<file path="src/rtl/bus_arbiter_m2_split.sv">
// ---------------------------------------------------------------------------
// bus_arbiter_m2_split
//
// Two-master bus arbiter with split-transaction support. Master 1 is the
// master port and master 2 is the bus-bridge master. A split-capable slave
// can park the current owner. The bus is then free for the other master.
// The parked owner resumes later, with priority, once the slave reports
// ready.
//
// Parameters
//   RR_MODE        0 = fixed priority (master 1 wins ties)
//                  1 = round-robin (a tie goes to the master not granted last)
//
// Ports
//   clk            system clock
//   rstn           synchronous active-low reset
//   m1_breq        bus request, master 1 (held through tenure and while parked)
//   m2_breq        bus request, master 2
//   m1_bgrant      bus grant, master 1 (registered)
//   m2_bgrant      bus grant, master 2 (registered)
//   m1_split       master 1 is parked by a split (registered)
//   m2_split       master 2 is parked by a split (registered)
//   s_split        one-cycle pulse from the slave: split the current owner
//   s_split_ready  level from the slave: the parked transaction may resume
//   split_grant    the resumed owner holds the bus (registered)
//   owner          0 = none, 1 = master 1, 2 = master 2; bus mux select
// ---------------------------------------------------------------------------
module bus_arbiter_m2_split #(
    parameter bit RR_MODE = 1'b1
) (
    input  logic       clk,
    input  logic       rstn,
    input  logic       m1_breq,
    input  logic       m2_breq,
    output logic       m1_bgrant,
    output logic       m2_bgrant,
    output logic       m1_split,
    output logic       m2_split,
    input  logic       s_split,
    input  logic       s_split_ready,
    output logic       split_grant,
    output logic [1:0] owner
);

    typedef enum logic [1:0] {
        IDLE = 2'd0,
        GNT1 = 2'd1,
        GNT2 = 2'd2
    } state_t;

    state_t     state;
    logic       pending;      // a parked transaction is waiting to resume
    logic [1:0] split_owner;  // 0 = none, 1 = master 1, 2 = master 2
    logic [1:0] last_grant;   // most recently granted master, for round-robin

    logic elig1;
    logic elig2;
    logic pick1;
    logic resume_breq;

    // A parked master keeps breq high but must not win normal arbitration.
    // NOTE: every signal assigned in always_comb gets a value on every path,
    // otherwise synthesis infers a latch.
    always_comb begin
        elig1       = m1_breq && !(pending && split_owner == 2'd1);
        elig2       = m2_breq && !(pending && split_owner == 2'd2);
        pick1       = elig1;
        if (elig1 && elig2) begin
            pick1 = RR_MODE ? (last_grant != 2'd1) : 1'b1;
        end
        resume_breq = (split_owner == 2'd1) ? m1_breq : m2_breq;
    end

    // NOTE: sequential state uses non-blocking assignments only, so every
    // register samples the pre-edge values regardless of statement order.
    always_ff @(posedge clk) begin
        // NOTE: the reset is synchronous and covers every register, since
        // there is no memory array here that would need to stay unreset.
        if (!rstn) begin
            state       <= IDLE;
            pending     <= 1'b0;
            split_owner <= 2'd0;
            last_grant  <= 2'd2;
            m1_bgrant   <= 1'b0;
            m2_bgrant   <= 1'b0;
            m1_split    <= 1'b0;
            m2_split    <= 1'b0;
            split_grant <= 1'b0;
            owner       <= 2'd0;
        end else begin
            unique case (state)
                IDLE: begin
                    if (pending && s_split_ready) begin
                        // Resume the parked owner. If it has dropped its
                        // request the split is abandoned and nobody is granted.
                        pending     <= 1'b0;
                        split_owner <= 2'd0;
                        m1_split    <= 1'b0;
                        m2_split    <= 1'b0;
                        if (resume_breq) begin
                            split_grant <= 1'b1;
                            owner       <= split_owner;
                            last_grant  <= split_owner;
                            if (split_owner == 2'd1) begin
                                state     <= GNT1;
                                m1_bgrant <= 1'b1;
                            end else begin
                                state     <= GNT2;
                                m2_bgrant <= 1'b1;
                            end
                        end
                    end else if (elig1 || elig2) begin
                        if (pick1) begin
                            state      <= GNT1;
                            m1_bgrant  <= 1'b1;
                            owner      <= 2'd1;
                            last_grant <= 2'd1;
                        end else begin
                            state      <= GNT2;
                            m2_bgrant  <= 1'b1;
                            owner      <= 2'd2;
                            last_grant <= 2'd2;
                        end
                    end
                end

                GNT1: begin
                    // A split outranks a simultaneous release; a second split
                    // while one is already pending is ignored.
                    if (s_split && !pending) begin
                        state       <= IDLE;
                        pending     <= 1'b1;
                        split_owner <= 2'd1;
                        m1_split    <= 1'b1;
                        m1_bgrant   <= 1'b0;
                        split_grant <= 1'b0;
                        owner       <= 2'd0;
                    end else if (!m1_breq) begin
                        state       <= IDLE;
                        m1_bgrant   <= 1'b0;
                        split_grant <= 1'b0;
                        owner       <= 2'd0;
                    end
                end

                GNT2: begin
                    if (s_split && !pending) begin
                        state       <= IDLE;
                        pending     <= 1'b1;
                        split_owner <= 2'd2;
                        m2_split    <= 1'b1;
                        m2_bgrant   <= 1'b0;
                        split_grant <= 1'b0;
                        owner       <= 2'd0;
                    end else if (!m2_breq) begin
                        state       <= IDLE;
                        m2_bgrant   <= 1'b0;
                        split_grant <= 1'b0;
                        owner       <= 2'd0;
                    end
                end

                default: begin
                    state       <= IDLE;
                    m1_bgrant   <= 1'b0;
                    m2_bgrant   <= 1'b0;
                    split_grant <= 1'b0;
                    owner       <= 2'd0;
                end
            endcase
        end
    end

endmodule

</file>
<file path="config.mk">
export PLATFORM = sky130hd
export DESIGN_NAME = bus_arbiter_m2_split
export DESIGN_NICKNAME = d
export VERILOG_FILES = /design/src/rtl/bus_arbiter_m2_split.sv
export SDC_FILE = /design/constraint.sdc
export NUM_CORES = 1
export LEC_CHECK = 0
export BUFFER_PORTS_ARGS = -buffer_cell sky130_fd_sc_hd__buf_2
export CELL_PAD_IN_SITES_DETAIL_PLACEMENT = 0
export CELL_PAD_IN_SITES_GLOBAL_PLACEMENT = 2
export CORE_ASPECT_RATIO = 0.5
export CORE_MARGIN = 3
export CORE_UTILIZATION = 35
export CTS_CLUSTER_DIAMETER = 80
export DETAILED_ROUTE_END_ITERATION = 16
export GPL_ROUTABILITY_DRIVEN = 0
export PLACE_DENSITY = 0.8
export SYNTH_ARGS = -nofsm -noshare
export SYNTH_HDL_FRONTEND = slang
export SYNTH_SLANG_ARGS = --single-unit
</file>
<file path="constraint.sdc">
create_clock -name clk -period 4.7 [get_ports clk]
set_input_delay 0.94 -clock clk [delete_from_list [all_inputs] [get_ports clk]]
set_output_delay 0.94 -clock clk [all_outputs]
set_load 0.02 [all_outputs]
</file>
==> results by group, run 1 <==
Setup path
  • Top delay family on crit path: simple AND/OR/NAND/NOR gates
  • Critical Path AT: 2.40 ns
  • CP max stage cell: or4_4
  • Slowest stage delay, CP: 0.56 ns
  • CP Capture Type: flop
  • Worst setup SP type: input pin
  • Sum of buffers and inverters on the critical path: 1
  • Crit path max fanout: 9
  • Critical path class: input pin to flop
  • Crit-path cells: buf_2 -> and3b_1 -> a31oi_2 -> a21boi_2 -> or4_4 -> o2bb2ai_1
  • Worst path required time: 4.87 ns

STA
  • Setup TNS: 0 ns
  • Relative slew slack: 68.06%
  • Final setup fails: 0
  • Final Max Tran Viols: 0
  • Final Hold Viols: 0
  • RSZ-0062 raised after global routing: false
  • Tcrit/Tclk final: 47.30%
  • Fin crit period: 2.223 ns
  • Fmax: between 0.4 and 0.5 GHz
  • Worst-Margin Slew: 0.4741 ns
  • Clk_skew: 0.001163 ns
  • Setup ws final: 2.477 ns

Synthesis
  • Synth top cells by count: dfxtp_1 (14), nand2_1 (9), nor2_1 (8), o21ai_0 (8), a21oi_1 (7)
  • Mapped Area: 910.9 sq um
  • Synth Area in XOR/XNOR: 0%
  • Largest family of logic cells by synthesized area: compound AO/OA/AOI/OAI gates
  • Syn nets: 119
  • Largest cells by area after synthesis: dfxtp_1 (31%), ha_1 (5.5%), o21ai_0 (4.4%), a21oi_1 (3.8%), nand2_1 (3.7%)
  • Mux share of post-synthesis cell area: 3.434%
  • Mean post-synth cell area: 8.357 sq um
  • Compound-Gate Fraction of Synth Area: 33.52%
  • FF+latch count, synth: 14
  • Sequential cell area fraction in the yosys report: a little under a third
  • Post-synth top flop: dfxtp_1
  • Ys async rst share: 0%
  • EDFF count, synth: 0
  • Yosys cell types: 43
  • Simple-gate share of the synthesized area: 21.29%
  • Cell with the most instances after synthesis: dfxtp_1
  • Post-synthesis cell count: roughly 110
  • Synth area leader: dfxtp_1
  • Synth Area in Adders: around 5.5%
  • Post-synth top area share: 30.77%
  • Synth warn: 0

CTS
  • Clk root buf: clkbuf_8
  • Worst-Skew Late Latency: 0.24 ns
  • Post-CTS Hold Fix Bufs: 0
  • Post-CTS sizing: 0
  • CTS tree: done
  • Clock Path Buffers: 2
  • Clock sinks: 14
  • Reg clk slew, reported paths: 0.06 ns
  • TritonCTS Buffers: 3
  • Postcts setup bufs: 0
  • CTS H-tree lvls: 1

Pwr
  • Worst VDD drop: 165.1 uV
  • Total power: 0.3671 mW
  • P_leak: 0.4209 nW
  • P per Cell Area: between 300 and 400 mW/mm^2

Floorplanning
  • Die Wd: 78.15 um
  • Die Span Y: approximately 42 um
  • Die area: 0.003288 sq mm
  • Core area: 0.002342 sq mm
  • Site Rows: 12
  • Initial core utilization: 38.89%
  • Io pins: 13

GRT
  • Total GRT Usage: 14.55%
  • Vias in the first global route: 761
  • Global route overflow: 0
  • First-pass GRT wire length: 3684 um
  • Initial antenna violation count: 0
  • Largest net degree at the start of global routing: 16

Routing
  • ANT nets after route: 0
  • Detailed Route WL: 2197 um
  • Violation count after the first detailed-route iteration: 45
  • # DRC: 0
  • First-pass iteration count of the detailed router: 4
  • Vias per inst: 5.474
  • Vias post-DR: 843
  • WL/cell: 14.27 um

Cells and area
  • Layout cells sized above 1: between 15 and 20%
  • Nets@finish: 130
  • Synth-to-Final Area Change: 14.01%
  • Antenna diodes: 0

Placed design
  • Worst slack at placement: around 2.2 ns
  • IO Port Bufs: 12
  • DPL Wire Length: approximately 1700 um

Status
  • Status: finished, final reports clean

Job
  • Max-cap violations: 0

Worst hold path
  • Hold Crit Class: flop to flop
==> worst paths after layout <==
check / start / end / slack [ns] / cells after the start
worst max-delay path: m2_breq / owner[1] / 2.48 / 6
worst max register to register: split_owner[0] / owner[1] / 2.89 / 5
worst min register to register: m2_bgrant / m2_bgrant / 0.46 / 2
worst min-delay path: m2_bgrant / m2_bgrant / 0.46 / 2
==> final cells by class <==
| type | count | area (sq um) |
|---|---|---|
| clock buffers | 4 | 55.05 |
| fillers | 234 | 1304 |
| inverters | 5 | 18.77 |
| multi-input cells | 84 | 580.6 |
| flip-flops and latches | 14 | 280.3 |
| well taps | 35 | 43.79 |
| repair buffers | 12 | 60.06 |
==> placed cells by master, fill, tap and decap left out, types with 2 or more instances in the layout <==
cell,instances
o221a_1,2
a22o_1,3
a21boi_1,2
nand3_1,3
ha_1,4
nor2b_1,3
nor2_1,8
clkbuf_8,4
nor3_1,2
buf_2,12
mux2i_1,2
a21oi_1,7
nand2_1,9
o2bb2ai_1,3
inv_1,5
o21ai_0,8
nand3b_1,2
o31ai_1,2
o21bai_1,2
dfxtp_1,14
==> cells by family after synthesis <==
family                   Yosys count
buffers and inverters             11
flip-flops                        14
multiplexers                       3
adder cells (fa/ha/maj)            4
AO/OA/AOI/OAI                     41
AND/OR/NAND/NOR                   36
==> worst min-delay path, stage by stage (launching register included) <==
cell     delay (ns)
dfxtp_1        0.31
inv_1          0.05
a21oi_1        0.05
==> stage by stage <==
| stage | cell area (sq um) | cells | hold WS (ns) | utilization [%] |
|---|---|---|---|---|
| floorplan | 910.9 | 109 | 0.4784 | - |
| global placement | 983.4 | 150 | 0.4334 | 41.99 |
| detailed placement | 983.4 | 150 | 0.4475 | 41.99 |
| CTS | 1039 | 154 | 0.4629 | 44.34 |
| global route | 1039 | 154 | 0.4873 | 44.34 |
| finish | 1039 | 154 | 0.4560 | 44.34 |
==> registers in the layout, summed over array words and instances, names as in the netlist <==
register / count
state: 2
split_grant: 1
m2_bgrant: 1
m1_bgrant: 1
pending: 1
m1_split: 1
last_grant: 2
owner: 2
split_owner: 2
m2_split: 1
==> power breakdown <==
part / leakage [nW] / total (mW) / internal (mW) / switching [mW]
clock: 0.0288 / 0.118 / 0.0742 / 0.0435
combinational: 0.277 / 0.102 / 0.0418 / 0.0606
sequential: 0.115 / 0.147 / 0.133 / 0.0142
==> routing by layer <==
layer / vias up / GRT usage (%) / share of wire, %
li1: 426 / - / -
met1: 387 / 22.27 / 53
met2: 30 / 19.22 / 40
met3: 0 / 5.365 / 7.5
met4: 0 / 2.091 / 0
met5: - / 0 / 0
Power figures use the tool's default switching activity.
==> run 2: changes to the inputs <==
Settings changed: CORE_UTILIZATION 35 to 33, PLACE_DENSITY 0.8 to 0.76.
Clock period 4.7 ns to 2.2 ns, I/O delays scaled along.
==> run 2 against run 1 <==
Hold slack worse by 0.0063 ns. Critical path type is now flop to flop. Clock-buffer cell count unchanged. Die area up 5.4%. Largest power group unchanged. First-iteration DRC count increased by 140%. Global-route usage is essentially flat.
==> results by group, run 2 (synthesis gave the netlist of run 1 again) <==
CTS
  • CTS tree: done
  • Clock Path Buffers: 2
  • Worst-Skew Late Latency: 0.25 ns
  • TritonCTS Buffers: 3
  • Postcts setup bufs: 0
  • Clock sinks: 14
  • Post-CTS sizing: 0
  • CTS H-tree lvls: 1
  • Reg clk slew, reported paths: 0.06 ns
  • Clk root buf: clkbuf_8
  • Post-CTS Hold Fix Bufs: 0

GRT
  • Global route overflow: 0
  • Initial antenna violation count: 0
  • Total GRT Usage: between 10% and 20%
  • Largest net degree at the start of global routing: 16
  • First-pass GRT wire length: 3815 um
  • Vias in the first global route: just under 800

STA
  • Fin crit period: between 1.5 and 2 ns
  • Fmax: 0.5525 GHz
  • Setup TNS: 0 ns
  • Worst-Margin Slew: 0.5101 ns
  • RSZ-0062 raised after global routing: false
  • Final Hold Viols: 0
  • Clk_skew: about 0.0034 ns
  • Final Max Tran Viols: 0
  • Tcrit/Tclk final: 82.27%
  • Final setup fails: 0
  • Relative slew slack: between 60% and 70%

Setup path
  • CP Capture Type: flop
  • Crit path depth: 5
  • R2R depth: 5
  • CP max stage cell: or4_4
  • Critical path class: flop to flop
  • Top delay family on crit path: simple AND/OR/NAND/NOR gates
  • Sum of buffers and inverters on the critical path: 0
  • Crit path max fanout: 9
  • R2R setup slack: around 0.4 ns
  • Crit-path cells: nor2_1 -> a31oi_2 -> a21boi_2 -> or4_4 -> o2bb2ai_1
  • Worst Setup EP: owner[1]
  • Worst path required time: 2.38 ns
  • Beginning of the worst register-to-register path: split_owner[0]
  • Critical Path AT: 1.99 ns
  • Origin of the worst setup path: split_owner[0]
  • R2R Path End: owner[1]
  • Slowest stage delay, CP: 0.56 ns
  • Worst setup SP type: flop

Placed design
  • IO Port Bufs: 12
  • Placed inst area: approximately 980 sq um
  • DPL Wire Length: 1763 um

Routing
  • Detailed Route WL: 2358 um
  • WL met3: 161 um
  • Met2 WL post-DR: 923 um
  • WL/cell: approximately 15 um
  • First-pass iteration count of the detailed router: 4
  • Metal1 wirelength: 1254 um
  • Highest routed layer: met4
  • ANT nets after route: 0
  • # DRC: 0
  • Vias post-DR: around 880
  • Vias per inst: about 5.7
  • Violation count after the first detailed-route iteration: 107

Floorplanning
  • Die Wd: 80.30 um
  • Die area: 0.003465 sq mm
  • Core area: 0.002417 sq mm
  • Io pins: 13
  • Die Span Y: 43.15 um
  • Site Rows: 12
  • Initial core utilization: between 30% and 40%

Cells and area
  • Commonest non-fill, non-tap cell in the layout: dfxtp_1
  • Antenna diodes: 0
  • Finished Cell Area: between 0.001 and 0.0015 sq mm
  • Synth-to-Final Area Change: 14.01%
  • Final core utilization: a little over two fifths
  • Most frequent cells in the layout: dfxtp_1 (14), buf_2 (12), nand2_1 (9)
  • Layout cells sized above 1: between 10% and 20%
  • Nets@finish: 130

Pwr
  • Worst VDD drop: 311.6 uV
  • P per Cell Area: 761.7 mW/mm^2
  • P_leak: 0.4209 nW

Worst hold path
  • Hold Crit Class: flop to flop

Status
  • Status: finished, final reports clean

Job
  • Max-cap violations: 0
==> run 2: cell type report <==
type                    instances  area (sq um)
repair buffers                 12         60.06
fillers                       250          1379
multi-input cells              84         580.6
flip-flops and latches         14         280.3
clock buffers                   4         55.05
inverters                       5         18.77
well taps                      35         43.79
==> run 2: routing by layer <==
| metal | vias up | track usage [%] |
|---|---|---|
| met4 | 0 | 3.367 |
| met2 | 23 | 19.57 |
| li1 | 426 | - |
| met5 | - | 0 |
| met3 | 5 | 5.297 |
| met1 | 424 | 21.50 |
==> run 2: report_power, final <==
group / total, mW / leakage (nW) / switching, mW / internal (mW)
sequential: 0.314 / 0.115 / 0.0301 / 0.284
combinational: 0.220 / 0.277 / 0.131 / 0.0893
clock: 0.257 / 0.0288 / 0.0982 / 0.159
==> run 2: how the worst min path moves through the flow <==
stage | start | end | slack (ns) | depth (start not counted)
floorplan | last_grant[1] | last_grant[1] | 0.48 | 2
global placement | m2_bgrant | m2_bgrant | 0.43 | 2
detailed placement | m2_bgrant | m2_bgrant | 0.44 | 2
CTS | m2_bgrant | m2_bgrant | 0.46 | 2
global route | owner[1] | owner[1] | 0.48 | 1
finish | m2_bgrant | m2_bgrant | 0.45 | 2
==> run 2: worst min-delay path: cells and delay by family, from the launching register on <==
family / cells / cell delay [ns]
buf+inv: 1 / 0.04
flops: 1 / 0.31
compound gates: 1 / 0.05
==> run 2: per-stage QoR <==
step	setup WS [ns]	cells	power (mW)	hold slack [ns]
after floorplan	0.4412	109	0.4786	0.4784
after global placement	0.2431	150	0.5343	0.4349
after detailed placement	0.2332	150	0.5358	0.4437
after CTS	0.3781	154	0.7940	0.4592
after global routing	0.2781	154	0.8321	0.4785
final	0.3900	154	0.7910	0.4497
